### src/rtl/exe_mdu_iter.sv
// Iterative RV64M/RV32M multiply/divide unit: shift-add multiply, restoring divide, one bit per cycle.
// Define MDU_FAST_MUL_EN to compute multiplies with a single-cycle combinational product.
module exe_mdu_iter #(
   parameter int XLEN = 64,
   parameter int RD_W = 5
) (
   input  logic            clk,
   input  logic            rst,
   input  logic            flush,
   input  logic            in_valid,
   output logic            in_ready,
   input  logic [2:0]      in_op,
   input  logic            in_word,
   input  logic [XLEN-1:0] in_rs1,
   input  logic [XLEN-1:0] in_rs2,
   input  logic [RD_W-1:0] in_rd_addr,
   input  logic            out_stall,
   output logic            out_valid,
   output logic [XLEN-1:0] out_data,
   output logic [RD_W-1:0] out_rd_addr,
   output logic            busy
);
   // state | meaning
   // IDLE  | waiting for an op, in_ready high unless flushing
   // CALC  | one multiply/divide bit per cycle, cnt counts down to 0
   // DONE  | result held on out_data until out_stall drops
   localparam int CW = $clog2(XLEN);
   typedef enum logic [1:0] {S_IDLE, S_CALC, S_DONE} state_t;

   state_t              state, state_nxt;
   logic [CW-1:0]       cnt;
   logic [2:0]          op_q;
   logic                word_q, neg_q, rneg_q;
   logic [RD_W-1:0]     rd_q;
   logic [2*XLEN-1:0]   a_reg, p_reg, p_mul, p_div, p_nxt;
   logic [XLEN-1:0]     b_reg;
   logic                word_in, signed1, signed2, sgn1, sgn2, div0, direct, accept;
   logic [XLEN-1:0]     op1, op2, mag1, mag2, div0_res, direct_res;
   logic [XLEN:0]       r_sh, trial;

   function automatic logic [XLEN-1:0] sext32(input logic [31:0] v);
      logic [XLEN-1:0] r;
      r = {XLEN{v[31]}};
      r[31:0] = v;
      return r;
   endfunction

   function automatic logic [XLEN-1:0] zext32(input logic [31:0] v);
      logic [XLEN-1:0] r;
      r = '0;
      r[31:0] = v;
      return r;
   endfunction

   // Turns a magnitude product or {rem, quo} pair into the architectural result.
   function automatic logic [XLEN-1:0] fmt(input logic [2*XLEN-1:0] p, input logic [2:0] op,
                                          input logic word, input logic neg, input logic rneg);
      logic [2*XLEN-1:0] pv;
      logic [XLEN-1:0]   r, quo, rem;
      pv  = neg ? -p : p;
      quo = neg ? -p[XLEN-1:0] : p[XLEN-1:0];
      rem = rneg ? -p[2*XLEN-1:XLEN] : p[2*XLEN-1:XLEN];
      if (op[2])                r = op[1] ? rem : quo;
      else if (op[1:0] == 2'd0) r = pv[XLEN-1:0];
      else if (word)            r = zext32(pv[63:32]);
      else                      r = pv[2*XLEN-1:XLEN];
      if (word) r = sext32(r[31:0]);
      return r;
   endfunction

   always_comb begin
      word_in  = (XLEN == 64) && in_word;
      signed1  = (in_op == 3'd1) || (in_op == 3'd2) || (in_op == 3'd4) || (in_op == 3'd6);
      signed2  = (in_op == 3'd1) || (in_op == 3'd4) || (in_op == 3'd6);
      op1      = word_in ? (signed1 ? sext32(in_rs1[31:0]) : zext32(in_rs1[31:0])) : in_rs1;
      op2      = word_in ? (signed2 ? sext32(in_rs2[31:0]) : zext32(in_rs2[31:0])) : in_rs2;
      sgn1     = signed1 & op1[XLEN-1];
      sgn2     = signed2 & op2[XLEN-1];
      mag1     = sgn1 ? -op1 : op1;
      mag2     = sgn2 ? -op2 : op2;
      div0     = in_op[2] && (op2 == '0);
      div0_res = in_op[1] ? op1 : '1;
`ifdef MDU_FAST_MUL_EN
      direct     = in_op[2] ? div0 : 1'b1;
      direct_res = in_op[2] ? div0_res
                 : fmt({{XLEN{1'b0}}, mag1} * {{XLEN{1'b0}}, mag2}, in_op, word_in, sgn1 ^ sgn2, sgn1);
`else
      direct     = div0;
      direct_res = div0_res;
`endif
   end

   // One iteration step for each algorithm; the divide keeps {rem, quo} in p_reg.
   always_comb begin
      p_mul = p_reg + (b_reg[0] ? a_reg : '0);
      r_sh  = {p_reg[2*XLEN-1:XLEN], p_reg[XLEN-1]};
      trial = r_sh - {1'b0, b_reg};
      if (!trial[XLEN]) p_div = {trial[XLEN-1:0], p_reg[XLEN-2:0], 1'b1};
      else              p_div = {r_sh[XLEN-1:0], p_reg[XLEN-2:0], 1'b0};
      p_nxt = op_q[2] ? p_div : p_mul;
   end

   always_comb begin
      state_nxt = state;
      in_ready  = rst && !flush && (state == S_IDLE);
      accept    = in_valid && in_ready;
      busy      = (state != S_IDLE);
      out_valid = (state == S_DONE);
      case (state)
         S_IDLE:  if (accept) state_nxt = direct ? S_DONE : S_CALC;
         S_CALC:  if (cnt == '0) state_nxt = S_DONE;
         S_DONE:  if (!out_stall) state_nxt = S_IDLE;
         default: state_nxt = S_IDLE;
      endcase
      if (flush) state_nxt = S_IDLE;
   end

   always_ff @(posedge clk) begin
      if (!rst) begin
         state       <= S_IDLE;
         cnt         <= '0;
         op_q        <= '0;
         word_q      <= 1'b0;
         neg_q       <= 1'b0;
         rneg_q      <= 1'b0;
         rd_q        <= '0;
         a_reg       <= '0;
         b_reg       <= '0;
         p_reg       <= '0;
         out_data    <= '0;
         out_rd_addr <= '0;
      end else begin
         state <= state_nxt;
         if (accept) begin
            op_q   <= in_op;
            word_q <= word_in;
            neg_q  <= sgn1 ^ sgn2;
            rneg_q <= sgn1;
            rd_q   <= in_rd_addr;
            cnt    <= word_in ? CW'(31) : CW'(XLEN-1);
            a_reg  <= {{XLEN{1'b0}}, mag1};
            b_reg  <= mag2;
            // Word divides left-align the dividend so 32 steps consume exactly its bits.
            p_reg  <= in_op[2] ? {{XLEN{1'b0}}, (word_in ? (mag1 << 32) : mag1)} : '0;
         end else if (state == S_CALC) begin
            cnt   <= cnt - 1'b1;
            p_reg <= p_nxt;
            a_reg <= a_reg << 1;
            if (!op_q[2]) b_reg <= b_reg >> 1;
         end
         if ((state != S_DONE) && (state_nxt == S_DONE)) begin
            out_data    <= (state == S_IDLE) ? direct_res : fmt(p_nxt, op_q, word_q, neg_q, rneg_q);
            out_rd_addr <= (state == S_IDLE) ? in_rd_addr : rd_q;
         end
      end
   end
endmodule

### config.mk
export PLATFORM = sky130hd
export DESIGN_NAME = exe_mdu_iter
export DESIGN_NICKNAME = d
export VERILOG_FILES = /design/src/rtl/exe_mdu_iter.sv
export SDC_FILE = /design/constraint.sdc
export NUM_CORES = 2
export LEC_CHECK = 0
export ABC_AREA = 1
export BUFFER_PORTS_ARGS = -buffer_cell sky130_fd_sc_hd__buf_2
export CELL_PAD_IN_SITES_DETAIL_PLACEMENT = 1
export CELL_PAD_IN_SITES_GLOBAL_PLACEMENT = 1
export CORE_MARGIN = 4
export CORE_UTILIZATION = 30
export DETAILED_ROUTE_END_ITERATION = 10
export PLACE_DENSITY_LB_ADDON = 0.1
export SYNTH_ARGS = -nofsm -noshare
export SYNTH_HDL_FRONTEND = slang
export SYNTH_SLANG_ARGS = --single-unit
### constraint.sdc
create_clock -name clk -period 6.16 [get_ports clk]
set_clock_uncertainty 0.2 [all_clocks]
set_input_delay 0.308 -clock clk [delete_from_list [all_inputs] [get_ports clk]]
set_output_delay 0.308 -clock clk [all_outputs]
set_load 0.02 [all_outputs]
Yosys cells after proc, flatten, opt, wreduce, memory -nomap -nowiden
Cells that the tools add are included.
- memories: 0
- bits in writable memories: 0
- bits in read-only memories: 0
- output and inout bits: 72
- word-level logic and storage cells: 91
- register bits after elaboration: 408
- bits of input ports: 142
- latch bits: 0
- shifts and indexed selects: 0
- multipliers: 0
- add/sub/neg operators: 8
- mux-type cells: 38
- equal/unequal tests: 9
- reductions and logical operators: 19
- bitwise logic cells: 4
- div/mod/pow operators: 0
- magnitude comparators: 0
- operators with widths (cell ; count):
    64-bit 2-to-1 mux ; 22
    128-bit 2-to-1 mux ; 6
    64-bit negation ; 4
    128-bit adder ; 1
    128-bit negation ; 1
    65-bit by 64-bit subtractor with 65-bit output ; 1
    64-bit zero test ; 1
    6-bit 2-to-1 mux ; 3
    2-bit 2-to-1 mux ; 5
    3-bit equality test (second input constant) ; 2
    6-bit zero test ; 1
    2-bit one-hot mux with 3 select lines ; 1
    6-bit by 1-bit subtractor with 6-bit output (second input constant) ; 1
    1-bit logical AND ; 5
    1-bit logical OR ; 5
    5-bit 2-to-1 mux ; 1
    2-bit equality test (second input constant) ; 2
    2-bit zero test ; 2
    2-bit nonzero test ; 2
    3-bit by 1-bit equality test with 1-bit output (second input constant) ; 1
    3-bit by 2-bit equality test with 1-bit output (second input constant) ; 1
    1-bit bitwise AND ; 2
    2-bit by 1-bit equality test with 1-bit output (second input constant) ; 1
    2-bit by 1-bit inequality test with 1-bit output (second input constant) ; 1
    6 further kinds ; 6

Depth between registers and ports, before layout
- depth after elaboration: 13
- mapped depth: 46
- mapped depth without buffers: 46

Least setup slack after synthesis
No wires, ideal clock.
- kind: register to register
- from: register p_reg[63]
- to: register out_data[50]
- data arrival time: 4.332 ns
- stages on the path, launching flop included: 44
- required time: 5.823 ns
- slack: 1.492 ns
- library setup time: 0.137 ns
- period minus slack after synthesis: 4.668 ns
- buffers on the path: 0
- cell sequence: dfxtp_1 -> inv_1 -> ha_1 -> inv_1 -> fa_1 -> nand3_1 -> nand3_2 -> nand2_2 -> nand2_2 -> nand2_2 -> nand2_2 -> nand2_1 -> nand2_1 -> nand2_2 -> nand2_2 -> nand2_1 -> nand2_4 -> nand2_4 -> [8 not listed] -> nor2_2 -> nand2_1 -> nor2_1 -> nand3_1 -> nor2_1 -> nand3_1 -> nor2_1 -> nand3_1 -> o21ai_1 -> nand2_1 -> nand2_1 -> nand3_1 -> nand2_1 -> nand2_1 -> nand2_1 -> nand2_1 -> nand2_1 -> a21oi_1
- longest elaborated chain between the ends: 10
- elaborated cells between the ends (all ways): 16
- those cells by class: add/sub (5); mux (11)
- ends and longest elaborated chain (item ; line ; RTL):
    start: declaration ; 35 ; logic [2*XLEN-1:0] a_reg, p_reg, p_mul, p_div, p_nxt;
    start signal: assignment ; 144 ; p_reg <= in_op[2] ? {{XLEN{1'b0}}, (word_in ? (mag1 << 32) : mag1)} : '0;
    start signal: assignment ; 147 ; p_reg <= p_nxt;
    65-bit by 64-bit subtractor with 65-bit output ; 97 ; trial = r_sh - {1'b0, b_reg};
    128-bit 2-to-1 mux ; 98 ; if (!trial[XLEN]) p_div = {trial[XLEN-1:0], p_reg[XLEN-2:0], 1'b1};
    128-bit 2-to-1 mux * ; 100 ; p_nxt = op_q[2] ? p_div : p_mul;
    128-bit negation ; 60 ; pv = neg ? -p : p;
    128-bit 2-to-1 mux ; 60 ;
    64-bit 2-to-1 mux ; 65 ; else if (word) r = zext32(pv[63:32]);
    64-bit 2-to-1 mux ; 64 ; else if (op[1:0] == 2'd0) r = pv[XLEN-1:0];
    64-bit 2-to-1 mux * ; 63 ; if (op[2]) r = op[1] ? rem : quo;
    64-bit 2-to-1 mux * ; 67 ; if (word) r = sext32(r[31:0]);
    64-bit 2-to-1 mux * ; 152 ; out_data <= (state == S_IDLE) ? direct_res : fmt(p_nxt, op_q, word_q, neg_q, rneg_q);
    end signal: assignment ; 152 ;
    end: declaration ; 19 ; output logic [XLEN-1:0] out_data,
Every way passes the cells marked *; elsewhere a longest branch is shown, timed or not.
A chain may end at the register's enable or synchronous reset.

Worst setup path after layout
- from: register b_reg[0]
- to: register out_data[61]
- longest elaborated chain between the ends: 10
- elaborated cells between the ends (all ways): 17
- those cells by class: add/sub (5); mux (12)
- ends and longest elaborated chain (item ; line ; RTL):
    start: declaration ; 36 ; logic [XLEN-1:0] b_reg;
    start signal: assignment ; 142 ; b_reg <= mag2;
    start signal: assignment ; 149 ; if (!op_q[2]) b_reg <= b_reg >> 1;
    128-bit 2-to-1 mux / 65-bit by 64-bit subtractor with 65-bit output (equally long branches) ; 95, 97 ;
    128-bit adder / 128-bit 2-to-1 mux (equally long branches) ; 95, 98 ;
    128-bit 2-to-1 mux * ; 100 ;
    128-bit negation ; 60 ;
    128-bit 2-to-1 mux ; 60 ;
    64-bit 2-to-1 mux ; 65 ;
    64-bit 2-to-1 mux ; 64 ;
    64-bit 2-to-1 mux * ; 63 ;
    64-bit 2-to-1 mux * ; 67 ;
    64-bit 2-to-1 mux * ; 152 ;
Marks and branches as above.

==> results.sh <==
export IMPL_status="completed"
export IMPL_holdCritPathClass="in2reg"
export IMPL_dpl_cell_count=12950
export IMPL_seq_area_frac_synth_pct=15.84
export IMPL_antenna_violating_nets_post_route=0
export IMPL_worst_ep_required_time_ps=6510
export IMPL_post_synth_cell_area_avg_sq_um=5.173
export IMPL_routed_wirelength_mm=381.3
export IMPL_postSynthRegisterBits=408
export IMPL_post_synth_num_cell_types=66
export IMPL_ys_async_sr_fraction_pct=0
export IMPL_first_pass_iters=6
export IMPL_final_critical_path_setup_slack_ps=163.9
export IMPL_yosys_cell_count_top_type="nand2_1"
export IMPL_ir_drop_uv=223.9
export IMPL_cellLeakagePower_nw=34.25
export IMPL_report_final_slew_viol_count=0
export IMPL_area_growth_synth_to_final_pct=24.39
export IMPL_track_usage_pct=40.69
export IMPL_clock_tree_buffer_depth=3
export IMPL_fp_dieH_um=422.6
export IMPL_dieArea_sq_mm=0.1786
export IMPL_boundaryPins=214
export IMPL_synthDominantAreaCellType="nand2_1"
export IMPL_clk_transition_reported_paths_ps=60
export IMPL_fin_nets=11130
export IMPL_cts_root_buf="clkbuf_16"
export IMPL_grt_pass1_wl_mm=524.7
export IMPL_global_route_total_overflow=0
export IMPL_synthesis_nets=10310
export IMPL_insertion_delay_ps=750
export IMPL_tritoncts="built"
export IMPL_period_minus_slack_ps=5996
export IMPL_yosys_top_cells_count="nand2_1, inv_1, nor2_1, a21oi_1, nand3_1"
export IMPL_reg2regPathDepth=37
export IMPL_drv_cap=0
export IMPL_tightest_slew_ps=1310
export IMPL_rows=151
export IMPL_cpMaxStageDelayCell="ha_1"
export IMPL_power_density_mw_per_mm2=161.8
export IMPL_drc_errors=0
export IMPL_proportion_of_netlist_area_held_by_the_largest_area_contributor_pct=26.72
export IMPL_die_boundary_width_um=422.6
export IMPL_power_total_mw=10.38
export IMPL_path_max_fanout=19
export IMPL_detailedPlacementHpwl_mm=320.2
export IMPL_number_of_non_filler_instances_in_the_completed_layout=13150
export IMPL_place_ws_ps=-28.21
export IMPL_worst_slew_margin_relative_to_its_limit_pct=12.35
export IMPL_postSynth_topFlopCell="dfxtp_1"
export IMPL_clock_sinks=408
export IMPL_path_common_cell="nand2_1"
export IMPL_avgViaCountPerCell=5.481
export IMPL_critical_path_startpoint_type="flop"
export IMPL_cts_buffers=57
export IMPL_setup_tns_final_ps=0
export IMPL_final_period_utilization_pct=97.34
export IMPL_average_wire_per_cell_in_the_routed_design_um=29.01
export IMPL_path_class="reg2reg"
export IMPL_post_route_cells_drive_above_1_share_pct=13.71
export IMPL_timing_final_hold_violations=0
export IMPL_synth_area_sq_mm=0.05158
export IMPL_whs_path_depth=5
export IMPL_cpPeakStageDelay_ps=440
export IMPL_crit_reg_reg_startpoint="b_reg[0]"
export IMPL_setup_viol=0
export IMPL_grt_pass1_vias=68930
export IMPL_regToRegEndpoint="out_data[61]"
export IMPL_synth_cells=9970
export IMPL_achievable_frequency_ghz=0.1668
export IMPL_input_output_buffers=213
export IMPL_end_point_of_the_worst_hold_path="a_reg[5]"
export IMPL_fillerInstances=23880
export IMPL_synthesis_yosys_warnings=0
export IMPL_antenna_found_initial=21
export IMPL_vias=72050
export IMPL_cts_htree_levels=2
export IMPL_hp_start="in_rs1[4]"
export IMPL_netlist_top_cells_area="nand2_1, dfxtp_1, inv_1"
export IMPL_crit_path_end_kind="flop"
export IMPL_synth_edf_count=0
export IMPL_routabilityCongestion=1.068
export IMPL_worst_endpoint_arrival_ps=6350
export IMPL_first_iter_violations=8074
export IMPL_core_area_sq_mm=0.1702
export IMPL_timing_reg2reg_setup_slack_ps=160
export IMPL_grt_start_max_net_pins=146
export IMPL_floorplan_initialDensity_pct=30.30
-- worst max path at each step --
stage,startpoint,endpoint,slack (ps),depth (start not counted)
after CTS,b_reg[0],out_data[33],40,38
after detailed placement,b_reg[0],out_data[33],-30,37
after global placement,b_reg[0],out_data[33],-50,37
final,b_reg[0],out_data[61],160,37
after global routing,b_reg[0],out_data[48],-8,44
after floorplan,p_reg[63],out_data[50],1490,43
-- routing by layer --
layer / share of wire (%) / vias up / global-route usage (%) / wire (um)
li1: - / 32830 / - / -
met1: 45 / 35320 / 57.67 / 171100
met2: 40 / 3238 / 58.37 / 152000
met3: 10 / 657 / 9.540 / 38540
met4: 5.1 / 6 / 17.12 / 19630
met5: 0.012 / - / 0 / 45
-- layout make-up --
cell class / instances / area (sq um) / share of cell area, %
multi-input combinational: 7557 / 36130 / 56.31
timing repair buffer: 1107 / 8646 / 13.48
sequential: 408 / 8182 / 12.75
inverter: 1662 / 6266 / 9.766
tap: 2295 / 2872 / 4.476
clock buffer: 74 / 1613 / 2.514
clock inverter: 32 / 430.4 / 0.6709
antenna: 10 / 25.02 / 0.03900
-- kinds of logic after synthesis --
logic type | share of synthesized area [%]
AND/OR/NAND/NOR | 44.35
buffers and inverters | 14.99
AO/OA/AOI/OAI | 16.71
flip-flops | 15.84
adder cells (fa/ha/maj) | 4.857
XOR/XNOR | 3.260
-- critical path, delay by kind of cell, from the launching register on --
family          cells  cell delay, ps
simple gates       26            3400
buf+inv             7            1130
fa+ha+maj           1             440
flops               1             370
compound gates      3             230
-- where the power goes --
part	switching, mW	total, mW	leakage [nW]	internal (mW)
sequential	0.0953	2.82	3.31	2.72
combinational	2.65	3.75	29.9	1.10
clock	1.63	3.81	0.997	2.18
-- cell usage in the layout (no fill, tap or decap), drive strengths merged, types with 17 or more instances in the layout --
master / count
clkbuf: 75
dfxtp: 408
o21bai: 34
or2: 38
nor4: 17
nor3: 99
nand4: 59
nand2: 3732
a21oi: 823
a221oi: 29
o21ai: 491
a31oi: 61
nand3: 658
ha: 197
inv: 1656
xnor2: 37
clkinv: 25
o211ai: 61
dlygate4sd3: 76
o221ai: 18
nor2: 916
nand3b: 51
buf: 1030
xor2: 155
-- timing repair --
| action | in CTS | in global routing |
|---|---|---|
| endpoints found under the setup margin | 17 | 58 |
| gates resized for setup | 2 | 108 |
| setup buffers | 0 | 3 |
| cloned | 0 | 1 |
| hold endpoints to repair | 118 | 0 |
| pin swaps | 0 | 1 |
| hold buffers | 76 | 0 |
-- through the flow --
step / hold slack, ps / utilization (%) / cell area (sq um)
after floorplan: 184.8 / - / 51580
after global placement: 252.5 / 35.78 / 60900
after detailed placement: 258.4 / 35.78 / 60900
after CTS: 1.987 / 37.43 / 63710
after global routing: 62.98 / 37.68 / 64130
final: 40.19 / 37.69 / 64160
Note: power is estimated with default switching activity, not from simulation.
